$ cat config.mk
export PLATFORM = sky130hd
export DESIGN_NAME = if_fetch_buffer
export DESIGN_NICKNAME = d
export VERILOG_FILES = /design/src/rtl/if_fetch_buffer_pkg.sv /design/src/rtl/if_fetch_buffer_fifo2.sv /design/src/rtl/if_fetch_buffer.sv
export SDC_FILE = /design/constraint.sdc
export NUM_CORES = 1
export LEC_CHECK = 0
export CORE_UTILIZATION = 33
export CTS_CLUSTER_DIAMETER = 30
export CTS_CLUSTER_SIZE = 25
export DETAILED_ROUTE_END_ITERATION = 7
export SLEW_MARGIN = 10
export SYNTH_ARGS = -nofsm -noshare
export SYNTH_HDL_FRONTEND = slang
export SYNTH_SLANG_ARGS = --single-unit
$ cat constraint.sdc
create_clock -name Clk -period 7.7 [get_ports Clk]
set_input_delay 1.54 -clock Clk [delete_from_list [all_inputs] [get_ports Clk]]
set_output_delay 1.54 -clock Clk [all_outputs]
set_load 0.005 [all_outputs]
$ cat src/rtl/if_fetch_buffer_pkg.sv
// Shared RV32I fetch-path definitions: the canonical NOP and the buffered fetch entry.
package RV32I_definitions;

  localparam logic [31:0] NOP_INSTR = 32'h0000_0013;  // addi x0,x0,0

  localparam int FETCH_FIFO_DEPTH = 2;

  typedef struct packed {
    logic [31:0] pc;
    logic [31:0] instr;
    logic        misaligned;
  } fetch_entry_t;

endpackage

$ cat src/rtl/if_fetch_buffer_fifo2.sv
// Two-entry in-order FIFO of fetch entries; slot 0 is always the head.
module fetch_fifo2
  import RV32I_definitions::*;
(
  input  logic         Clk,
  input  logic         Reset_n,
  input  logic         push,
  input  logic         pop,
  input  logic         clear,
  input  fetch_entry_t din,
  output fetch_entry_t head,
  output logic [1:0]   count
);

  fetch_entry_t entry_reg [FETCH_FIFO_DEPTH];
  logic [1:0]   count_reg;
  logic [1:0]   wr_idx;

  // The incoming word lands just behind whatever survives this cycle's pop.
  assign wr_idx = count_reg - {1'b0, pop};

  always_ff @(posedge Clk) begin
    if (!Reset_n || clear) begin
      count_reg <= '0;
    end else begin
      count_reg <= count_reg + {1'b0, push} - {1'b0, pop};
      if (pop) begin
        entry_reg[0] <= entry_reg[1];
      end
      if (push) begin
        entry_reg[wr_idx[0]] <= din;
      end
    end
  end

  assign head  = entry_reg[0];
  assign count = count_reg;

endmodule

$ cat src/rtl/if_fetch_buffer.sv
// Instruction-fetch stage: issues IMEM reads, pairs returned words with their PC,
// buffers up to two entries for ID and squashes wrong-path fetches on redirect.
module if_fetch_buffer
  import RV32I_definitions::*;
#(
  parameter int          IMEM_ADDR_WIDTH = 10,
  parameter logic [31:0] NOP_INSTR       = RV32I_definitions::NOP_INSTR
) (
  input  logic                       Clk,
  input  logic                       Reset_n,
  input  logic [31:0]                PC_In,
  output logic                       PC_Stall,
  output logic [IMEM_ADDR_WIDTH-1:0] IMEM_Addr,
  input  logic [31:0]                IMEM_Data,
  input  logic                       ID_Jump,
  input  logic                       EX_PC_Branch,
  input  logic                       ID_Stall,
  output logic                       ID_Valid,
  output logic [31:0]                ID_Instr,
  output logic [31:0]                ID_PC,
  output logic                       ID_Misaligned
);

  logic         flush;
  logic         pop;
  logic         push;
  logic         issue;
  logic         id_valid;
  logic [1:0]   count;
  logic [2:0]   occupancy;
  logic         req_valid_reg;
  logic [31:0]  req_pc_reg;
  fetch_entry_t push_entry;
  fetch_entry_t head;

  assign flush    = ID_Jump | EX_PC_Branch;
  assign id_valid = Reset_n & (count != 2'd0);
  assign pop      = id_valid & ~ID_Stall;

  // Entries the buffer must hold after this edge if one more fetch were issued now.
  assign occupancy = {1'b0, count} - {2'b0, pop} + {2'b0, req_valid_reg};
  assign PC_Stall  = Reset_n & ~flush & (occupancy >= 3'd2);
  assign issue     = Reset_n & ~PC_Stall;

  assign IMEM_Addr = PC_In[IMEM_ADDR_WIDTH+1:2];

  always_ff @(posedge Clk) begin
    if (!Reset_n) begin
      req_valid_reg <= 1'b0;
      req_pc_reg    <= '0;
    end else begin
      req_valid_reg <= issue & ~flush;
      if (issue) begin
        req_pc_reg <= PC_In;
      end
    end
  end

  assign push = req_valid_reg & ~flush;

  assign push_entry = '{pc: req_pc_reg, instr: IMEM_Data, misaligned: |req_pc_reg[1:0]};

  fetch_fifo2 u_fifo (
    .Clk     (Clk),
    .Reset_n (Reset_n),
    .push    (push),
    .pop     (pop & ~flush),
    .clear   (flush),
    .din     (push_entry),
    .head    (head),
    .count   (count)
  );

  assign ID_Valid      = id_valid;
  assign ID_Instr      = id_valid ? head.instr : NOP_INSTR;
  assign ID_PC         = id_valid ? head.pc : 32'd0;
  assign ID_Misaligned = id_valid & head.misaligned;

endmodule

==> out/metrics.yaml <==
finish:
  final_common_cell: "clkdlybuf4s50_1"
  final_cell_mix: "clkdlybuf4s50_1, edfxtp_1, nand2_1, and2_1, mux2_4"
  nFillCells: 2050
  antenna_cells: 0
  drive_gt1_frac: 0.1811
  nets: 728
  largest_reg_flops: 130
  syn_to_final_growth_pct: 27.93
timing:
  fin_skew_ps: 7.938
  drv_slew: 0
  rsz0062_at_grt: "no"
  hold_viol: 0
  tightest_slew_ps: 1138
  layout_worst_path_cycle_share: 0.7564
  fmax_ghz: 0.1717
  tns_ps: 0
  setup_viol: 0
  slew_headroom: 0.2412
  fin_crit_ps: 5824
global_route:
  grt_remaining_overflow: 0
  grt_pass1_vias: 4804
  grt_max_degree: 69
  grtUsageTotal: 0.1381
  antenna_found_initial: 0
  grt_pass1_wl_um: 25280
drt:
  antenna_left: 0
  drc: 0
  wire_per_inst_um: 16.74
  first_pass_iters: 4
  avgViaCountPerCell: 4.965
  via_count: 4732
  routed_wl_um: 15950
  drt_iter0_drc: 153
hold_path:
  hp-class: "reg -> reg"
critical_path:
  required_ps: 6160
  cp.arrival_ps: 4280
  end_kind: "output port"
  cp_max_fo: 68
  worst-setup-path-type: "in -> out"
  start_kind: "input port"
power:
  power_mw: 1.925
  pwr-share-comb: 0.057
  switchingPower_uw: 404.2
  p_seq_frac: 0.511
  p_leak_nw: 3.332
  powerDensity_nw_per_um2: 198.5
  p_int_mw: 1.521
  p_sw_frac: 0.2100
  clkPwrFrac: 0.431
  peakVddDrop_v: 0.0001083
floorplan:
  die_h_um: 153.6
  die_area_um2: 23580
  initial_core_util: 0.3358
  core_um2: 22570
  num_io_pins: 146
  rows: 55
  die_w_um: 153.6
yosys:
  synth.avg_cell_area_um2: 14.06
  syn_nets: 612
  netlist_instances: 539
  async_flop_share: 0
  syn_area_um2: 7580
  synth_ff_type: "edfxtp_1"
  ys_warn_count: 0
  synth-edff-count: 130
  synth_cell_type_count: 34
  ys_seq_area_frac: 0.6075
  ys_seq_elements: 165
cts:
  clock_latency_ps: 410
  clk_pin_slew_ps: 70
  cts.sinks: 165
  cts_max_path_buffers: 2
  hold_buffers: 0
  tritoncts: "done"
  cts_buffers: 17
  post_cts_buffers: 0
  cts_max_level: 4
  cts-root-buf: "clkbuf_16"
  cts_resized: 0
outcome:
  status: "completed"
run:
  max_cap_viol_count: 0
placement:
  io_buffer_count: 145
  dp.final_hpwl_um: 9564
  place_congestion: 0.7247
[area by class of cell]
type | instances | area [um2] | share of cell area
Sequential cell | 165 | 4604 | 0.4748
Timing Repair Buffer | 151 | 1491 | 0.1538
Multi-Input combinational cell | 315 | 2644 | 0.2726
Tap cell | 285 | 356.6 | 0.03677
Clock inverter | 14 | 152.6 | 0.01574
Inverter | 5 | 18.77 | 0.001935
Clock buffer | 18 | 429.2 | 0.04426
[worst paths after layout]
kind / slack, ps / end / start / cells after the start
setup / recovery: 1880 / PC_Stall / Reset_n / 9
hold / removal: 450 / u_fifo.entry_reg[1][40] / req_pc_reg[7] / 0
setup reg to reg: 4680 / u_fifo.entry_reg[0][15] / u_fifo.count[1] / 7
hold reg to reg: 450 / u_fifo.entry_reg[1][40] / req_pc_reg[7] / 0
[routing by layer]
layer | global-route usage | vias up | part of all wire
met5 | 0 | - | 0
met4 | 0.04143 | 0 | 0.0098
met3 | 0.03664 | 12 | 0.043
met2 | 0.2277 | 129 | 0.48
met1 | 0.1774 | 2344 | 0.47
li1 | - | 2247 | -
[metrics by stage]
step                instance area (um2)  utilization  setup slack [ps]  hold WS (ps)  std cells
finish                             9697       0.4296              1876         450.5        953
global route                       9697       0.4296              1606         469.1        953
CTS                                9697       0.4296              1841         451.9        953
detailed placement                 9115       0.4038              1853         441.9        921
global placement                   9115       0.4038              1961         432.8        921
floorplan                          7580            -             65.60         415.9        539
[power groups by stage]
| stage | Clock, mW | Sequential, mW | Combinational (mW) |
|---|---|---|---|
| 4_1_cts | 0.853 | 0.985 | 0.111 |
| 3_3_place_gp | 0 | 1.00 | 0.107 |
| 2_1_floorplan | 0 | 0.999 | 0.0569 |
| 3_5_place_dp | 0 | 1.00 | 0.110 |
| 6_report | 0.830 | 0.984 | 0.110 |
| 5_1_grt | 0.895 | 0.986 | 0.118 |
[synthesized netlist by cell type (11+ instances only)]
cell type	n	area, um2
buf_4	12	90.09
mux2_2	26	292.8
nand2_1	65	244.0
a2bb2oi_1	32	280.3
clkbuf_1	27	101.4
o311ai_1	32	280.3
dfxtp_1	35	700.7
and4bb_2	11	137.6
mux2_4	39	585.6
edfxtp_1	130	3904
and2_1	63	394.1
nor4bb_1	21	210.2
[critical path, cell delays in order]
cell	delay, ps
buf_2	800
o21ai_1	270
nor2_1	190
ha_1	250
nor2b_1	140
fa_2	470
nor2_1	110
nor2_1	50
clkdlybuf4s50_1	440
[logic make-up after synthesis]
kind of cell | Yosys count | share of synthesized area
adder cells (fa/ha/maj) | 4 | 0.007594
multiplexers | 65 | 0.1159
AO/OA/AOI/OAI | 65 | 0.07461
flip-flops | 165 | 0.6075
XOR/XNOR | 3 | 0.003467
AND/OR/NAND/NOR | 178 | 0.1443
buffers and inverters | 59 | 0.04672
Note: power is estimated with default switching activity, not from simulation.
